`src/rtl/adc_sample_avg.sv`:
```
// rtl/adc_sample_avg.sv - ADC measurement front-end: N-sample floor average, min, max, watchdog
//
// Ports:
//   CLK, RST_N   clock (rising edge) and asynchronous active-low reset
//   MEAS_START   CPU measurement request level; a rising edge starts a measurement
//   ADC, ADC_RDY ADC data word and conversion-ready level; a word is taken on each RDY rise
//   BUSY         high while capturing
//   MEAS_DONE    sticky completion flag, cleared when MEAS_START drops
//   TIMEOUT      last measurement was ended by the watchdog
//   SAMPLE_CNT   samples captured in the current/last measurement
//   AVG_OUT, MIN_OUT, MAX_OUT  results of the last completed measurement
module adc_sample_avg #(
    parameter int CADC_WIDTH    = 10,
    parameter int LOG2_AVG      = 2,
    parameter int TIMEOUT_WIDTH = 12
) (
    input  logic                  CLK,
    input  logic                  RST_N,
    input  logic                  MEAS_START,
    input  logic [CADC_WIDTH-1:0] ADC,
    input  logic                  ADC_RDY,
    output logic                  BUSY,
    output logic                  MEAS_DONE,
    output logic                  TIMEOUT,
    output logic [LOG2_AVG:0]     SAMPLE_CNT,
    output logic [CADC_WIDTH-1:0] AVG_OUT,
    output logic [CADC_WIDTH-1:0] MIN_OUT,
    output logic [CADC_WIDTH-1:0] MAX_OUT
);

    localparam int ACC_W = CADC_WIDTH + LOG2_AVG;
    localparam logic [LOG2_AVG:0] LAST_IDX = (LOG2_AVG + 1)'((1 << LOG2_AVG) - 1);
    // Watchdog value from which one more idle cycle reaches the limit 2**TIMEOUT_WIDTH-1.
    localparam logic [TIMEOUT_WIDTH-1:0] WD_LAST = {{(TIMEOUT_WIDTH-1){1'b1}}, 1'b0};

    typedef enum logic [1:0] {IDLE, CAPTURE, DONE} state_t;

    state_t                   state, state_nxt;
    logic                     start_q, rdy_q;
    logic                     start_rise, rdy_rise;
    logic [ACC_W-1:0]         acc;
    logic [CADC_WIDTH-1:0]    min_r, max_r;
    logic [TIMEOUT_WIDTH-1:0] wd;
    logic                     last_sample, wd_expire;
    logic                     load_pend, timeout_pend;

    assign start_rise  = MEAS_START & ~start_q;
    assign rdy_rise    = ADC_RDY & ~rdy_q;
    assign last_sample = rdy_rise && (SAMPLE_CNT == LAST_IDX);
    // A sample in the same cycle always beats the watchdog.
    assign wd_expire   = !rdy_rise && (wd == WD_LAST);

    always_ff @(posedge CLK or negedge RST_N) begin
        if (!RST_N) begin
            state <= IDLE;
        end else begin
            state <= state_nxt;
        end
    end

    always_comb begin
        state_nxt = state;
        case (state)
            IDLE:    if (start_rise) state_nxt = CAPTURE;
            CAPTURE: begin
                if (!MEAS_START)                    state_nxt = IDLE;
                else if (last_sample || wd_expire)  state_nxt = DONE;
            end
            DONE:    if (!MEAS_START) state_nxt = IDLE;
            default: state_nxt = IDLE;
        endcase
    end

    always_comb begin
        BUSY = (state == CAPTURE);
    end

    always_ff @(posedge CLK or negedge RST_N) begin
        if (!RST_N) begin
            start_q      <= 1'b0;
            rdy_q        <= 1'b0;
            acc          <= '0;
            min_r        <= '0;
            max_r        <= '0;
            wd           <= '0;
            load_pend    <= 1'b0;
            timeout_pend <= 1'b0;
            MEAS_DONE    <= 1'b0;
            TIMEOUT      <= 1'b0;
            SAMPLE_CNT   <= '0;
            AVG_OUT      <= '0;
            MIN_OUT      <= '0;
            MAX_OUT      <= '0;
        end else begin
            // rdy_q tracks ADC_RDY every cycle, so an RDY already high at start is not a rise.
            start_q   <= MEAS_START;
            rdy_q     <= ADC_RDY;
            load_pend <= 1'b0;
            case (state)
                IDLE: begin
                    if (start_rise) begin
                        acc        <= '0;
                        SAMPLE_CNT <= '0;
                        wd         <= '0;
                        TIMEOUT    <= 1'b0;
                        MEAS_DONE  <= 1'b0;
                        min_r      <= '1;
                        max_r      <= '0;
                    end
                end
                CAPTURE: begin
                    if (MEAS_START) begin
                        if (rdy_rise) begin
                            acc        <= acc + ACC_W'(ADC);
                            SAMPLE_CNT <= SAMPLE_CNT + 1'b1;
                            wd         <= '0;
                            if (ADC < min_r) min_r <= ADC;
                            if (ADC > max_r) max_r <= ADC;
                        end else begin
                            wd <= wd + 1'b1;
                        end
                        // Results are published one cycle later, after acc/min/max settle.
                        if (last_sample || wd_expire) begin
                            load_pend    <= 1'b1;
                            timeout_pend <= wd_expire;
                        end
                    end
                end
                DONE: begin
                    if (load_pend) begin
                        TIMEOUT <= timeout_pend;
                        if (timeout_pend) begin
                            AVG_OUT <= '0;
                            MIN_OUT <= '0;
                            MAX_OUT <= '0;
                        end else begin
                            AVG_OUT <= CADC_WIDTH'(acc >> LOG2_AVG);
                            MIN_OUT <= min_r;
                            MAX_OUT <= max_r;
                        end
                    end
                    MEAS_DONE <= MEAS_START;
                end
                default: ;
            endcase
        end
    end

endmodule

```
`config.mk`:
```
export PLATFORM = sky130hd
export DESIGN_NAME = adc_sample_avg
export DESIGN_NICKNAME = d
export VERILOG_FILES = /design/src/rtl/adc_sample_avg.sv
export SDC_FILE = /design/constraint.sdc
export NUM_CORES = 1
export LEC_CHECK = 0
export CAP_MARGIN = 25
export CORE_MARGIN = 2
export CORE_UTILIZATION = 40
export DETAILED_ROUTE_END_ITERATION = 10
export PLACE_DENSITY = 0.57
export SLEW_MARGIN = 5
export SYNTH_ARGS = -nofsm -noshare
export SYNTH_HDL_FRONTEND = slang
export SYNTH_SLANG_ARGS = --single-unit
```
`constraint.sdc`:
```
create_clock -name CLK -period 2.7 [get_ports CLK]
set_input_delay 0.54 -clock CLK [delete_from_list [all_inputs] [get_ports CLK]]
set_output_delay 0.54 -clock CLK [all_outputs]
set_load 0.01 [all_outputs]
```
* After elaboration in Yosys (flattened, before gate mapping)
Index checks and enable logic that the tools add are counted. W data, S select, Z words.
Cells by class: add/subtract/negate cells 3, magnitude comparators 2, equal/unequal tests 12, multiplexer cells 36, bitwise logic cells 4, reductions and logical operators 16
Operators by type and width (count):
- $mux W10 | 11
- $mux W12 | 5
- $pmux W12 S2 | 2
- $pmux W10 S2 | 2
- $add A12 B1 Y12 const B | 1
- $add A12 B10 Y12 | 1
- $eq A12 B12 Y1 const B | 1
- $reduce_and A3 Y1 | 4
- $gt A10 B10 Y1 | 1
- $lt A10 B10 Y1 | 1
- $reduce_and A5 Y1 | 2
- $mux W3 | 3
- $mux W2 | 4
- $ne A2 B2 Y1 const B | 4
- $ne A2 B1 Y1 const B | 3
- $pmux W2 S3 | 1
- $pmux W3 S2 | 1
- $mux W1 | 5
- $pmux W1 S2 | 2
- $reduce_and A2 Y1 | 2
- $reduce_and A4 Y1 | 1
- $reduce_bool A2 Y1 | 2
- $add A3 B1 Y3 const B | 1
- $eq A3 B2 Y1 const B | 1
- 9 further kinds | 12
Word-level totals: register bits 85, bits of input ports 14, output and inout bits 36, word-level logic and storage cells 88

* Depth between registers and ports, before layout
word-level depth 8, gate-level depth with buffers 8, mapped depth without buffers 8

* Worst setup path before layout
Ideal clock, no wire load.
kind in2reg, from input port ADC[5], to register max_r[0], setup time 0.121 ns, arrival time 2.054 ns, slack 0.525 ns, stages 7, buffers on the path 1, cells stage by stage ha_1 nand4_1 a211oi_1 a2111oi_2 or3_1 buf_2 a32o_1
Between the ends: cells in the longest elaborated chain, start to end 3
RTL lines:
- start, declared | line 20 | input logic [CADC_WIDTH-1:0] ADC,
- $gt A10 B10 Y1 | line 118 | if (ADC > max_r) max_r <= ADC;
- $ne A2 B1 Y1 (no line)
- $reduce_and A5 Y1 (no line)
- end signal, assigned | line 84 | max_r <= '0;
- end signal, assigned | line 108 | max_r <= '0;
- end signal, assigned | line 118
- end, declared | line 42 | logic [CADC_WIDTH-1:0] min_r, max_r;
No other way between the ends. A chain may end at the register's enable or synchronous reset.

* Worst setup path in the final report
from input port ADC[8], to register max_r[6]
Same word-level chain as after synthesis.

==> reports/qor.csv <==
stage,metric,value,unit
global_route,first-pass GRT wire length,17500,µm
pwr,power density of the placed cells,532,nW/µm²
synth,proportion of synthesized chip area in sequential cells,47.7,%
route,detailed-route wire length,10500,µm
synth,Yosys reg bits,85,
die,Horiz. Die Dim,110,µm
synth,distinct cell type count of the synthesized netlist,61,
route,Pre-Repair DR Iteration Count,4,
synth,number of enable flip-flop cells after synthesis,0,
route,antenna-violating nets left,0,
die,Initial Util,41.1,%
clock_tree,quantity of gates resized following cts,0,
critical_path,arrival time at the worst endpoint,2780,ps
run_status,run status,"complete, no violations",
route,number of vias per cell,5.19,
timing,Final TNS setup,0,ps
placement,placer's final routability congestion estimate,0.818,
clock_tree,number of H-tree levels,3,
timing,Tightest Pin Transition,644,ps
cells_and_area,"commonest non-fill, non-tap cell in the layout",dfrtp_1,
global_route,antenna violations before repair,0,
clock_tree,Num Clock Sinks,85,
clock_tree,TritonCTS clock tree,yes,
cells_and_area,Area growth syn-to-layout,25.0,%
clock_tree,clk buf depth,2,
timing,relative max-transition margin,57.1,%
timing,maximum frequency from static timing analysis,395,MHz
global_route,via count of the first global-routing pass,3418,
route,Detailed Route Iter0 Violations,196,
pwr,"Power, Total",2970,µW
cells_and_area,antenna diode instance count,0,
die,die area,12000,µm²
synth,share of flip-flops with an asynchronous set or reset after synthesis,100,%
pwr,maximum ir drop on the vdd rail,0.232,mV
critical_path,worst setup path category,input port to flop,
worst_hold_path,Hold Path Class,input port to asynchronous set/reset pin,
route,vias,3473,
timing,final number of setup-violating endpoints,0,
critical_path,delay of the slowest cell on the worst path,530,ps
critical_path,endpoint class of the critical path,flop,
die,number of top-level pins,50,
clock_tree,count of hold-fix buffers inserted at cts,0,
timing,max-slew violation count,0,
critical_path,slowest stage cell on the critical path,clkdlybuf4s50_1,
pwr,Leakage,0.00253,µW
synth,Post-Synthesis Cells,441,
timing,period utilization,93.7,%
timing,Final min period,2530,ps
critical_path,peak fanout along the critical path,10,
global_route,total global-route track usage,19.2,%
global_route,GR Overflow Total,0,
synth,Avg Inst Size Synth,10.1,µm²
route,routed wire length per instance,15.7,µm
clock_tree,worst-skew pair later-pin latency,360,ps
timing,worst clock skew on the final layout,6.13,ps
timing,Fin. Hold Viols,0,
clock_tree,number of CTS-inserted buffers,9,
synth,ys flop type,dfrtp_1,
synth,area of the mapped netlist,4460,µm²
clock_tree,post-CTS setup-driven buffer insertion count,0,
global_route,pin count of the biggest net entering global routing,49,
cells_and_area,number of filler cells placed in the layout,1037,
clock_tree,clk slew on worst S/H paths,80,ps
critical_path,CP startpoint kind,input port,
synth,"Warnings, synthesis",0,
cells_and_area,"commonest cells after routing, fill and taps aside","85 x dfrtp_1, 70 x nand2_1, 48 x clkdlybuf4s50_1",
run,number of violations of the max-capacitance limit,0,
placement,HPWL after detailed placement,7910,µm
placement,Port Buf Inserts,49,
critical_path,critical path required time,2950,ps
clock_tree,root buf cell,clkbuf_8,
die,core box area,10800,µm²
critical_path,series of cell instances along the critical path,clkdlybuf4s50_1 > ha_1 > nand4_1 > a211oi_1 > a2111oi_2 > or3_1 > a32o_1,
cells_and_area,post-layout net count,572,
timing,WHS,187,ps
die,# rows,38,
synth,number of nets produced by synthesis,489,
die,vertical die dimension,110,µm
cells_and_area,fraction of layout cells with a size suffix above 1,14.4,%
timing,unrepaired setup endpoints after global routing,false,
route,DRC violation count after routing,0,
[final cells by class]
type | count | area, µm² | share of cell area, %
tap | 140 | 175 | 3.14
sequential | 85 | 2130 | 38.2
multi-input combinational | 307 | 2130 | 38.3
timing repair buffer | 89 | 826 | 14.8
inverter | 32 | 120 | 2.15
clock buffer | 10 | 128 | 2.29
clock inverter | 6 | 63.8 | 1.14
[path summary, 6_finish.rpt]
| path | startpoint | endpoint | slack, ps | cells past startpoint |
|---|---|---|---|---|
| max in group asynchronous | RST_N | AVG_OUT[1]$_DFFE_PN0P_ | 1880 | 2 |
| max reg2reg | max_r[5]$_DFFE_PN0P_ | max_r[6]$_DFFE_PN0P_ | 430 | 7 |
| max | ADC[8] | max_r[6]$_DFFE_PN0P_ | 170 | 7 |
| min reg2reg | MIN_OUT[8]$_DFFE_PN0P_ | MIN_OUT[8]$_DFFE_PN0P_ | 480 | 2 |
| min | RST_N | wd[5]$_DFFE_PN0P_ | 190 | 1 |
| min in group CLK | MIN_OUT[8]$_DFFE_PN0P_ | MIN_OUT[8]$_DFFE_PN0P_ | 480 | 2 |
[critical path, delay by kind of cell]
kind / cells / cell delay [ps]
AND/OR/NAND/NOR: 2 / 650
buffers and inverters: 1 / 530
adder cells (fa/ha/maj): 1 / 360
AO/OA/AOI/OAI: 3 / 700
[logic make-up (layout without fill, tap and decap cells)]
family          after synthesis  in the layout  synth area share (%)
simple gates                146            146                  16.2
compound gates              115            115                  19.4
flops                        85             85                  47.7
buf+inv                      49            137                  4.52
fa+ha+maj                    34             34                  9.71
xor+xnor                     11             11                  2.16
mux                           1              1                 0.252
[Yosys cell counts, types with 3 or more instances]
cell,instances,area (µm²)
inv_1,31,116
a21oi_1,11,55.1
xor2_1,9,78.8
nand3_1,13,65.1
o21ai_0,27,135
nand2_1,71,267
dfrtp_1,85,2130
a32o_1,10,100
or3_1,7,43.8
nand4_1,6,37.5
ha_1,33,413
o22a_1,6,52.6
nor2b_1,7,43.8
nand2b_1,4,25.0
o22a_2,4,40.0
nor3_1,3,15.0
o31ai_1,25,188
o21a_1,5,37.5
clkbuf_1,12,45.0
a211oi_1,4,30.0
nor2_1,17,63.8
[stage by stage]
step                std cells  area, µm²  setup WS, ps  util, %
floorplan                 441       4460           525        -
global placement          653       5380          -145     49.7
detailed placement        653       5380          -189     49.7
CTS                       669       5570           193     51.4
global route              669       5570           101     51.4
finish                    669       5570           170     51.4
[state kept, by name, summed over array words and instances, names as in the netlist]
| register | cells |
|---|---|
| wd | 12 |
| start_q | 1 |
| MEAS_DONE | 1 |
| acc | 12 |
| SAMPLE_CNT | 3 |
| MIN_OUT | 10 |
| MAX_OUT | 10 |
| TIMEOUT | 1 |
| max_r | 10 |
| state | 2 |
| load_pend | 1 |
| min_r | 10 |
| timeout_pend | 1 |
| rdy_q | 1 |
| AVG_OUT | 10 |
[metal layers]
layer	vias up	track usage (%)	part of all wire (%)	wire length, µm
met5	-	0	0	0
met4	0	7.32	1.6	172
met3	12	2.73	2.9	301
met2	51	29.9	46	4780
met1	1671	27.3	50	5220
li1	1739	-	-	-
[where the power goes]
part           switching (µW)  total [µW]  internal [µW]
clock network             469         895            426
logic                     347         649            302
registers                67.7        1420           1360
total                     884        2970           2080
Power figures use the tool's default switching activity.
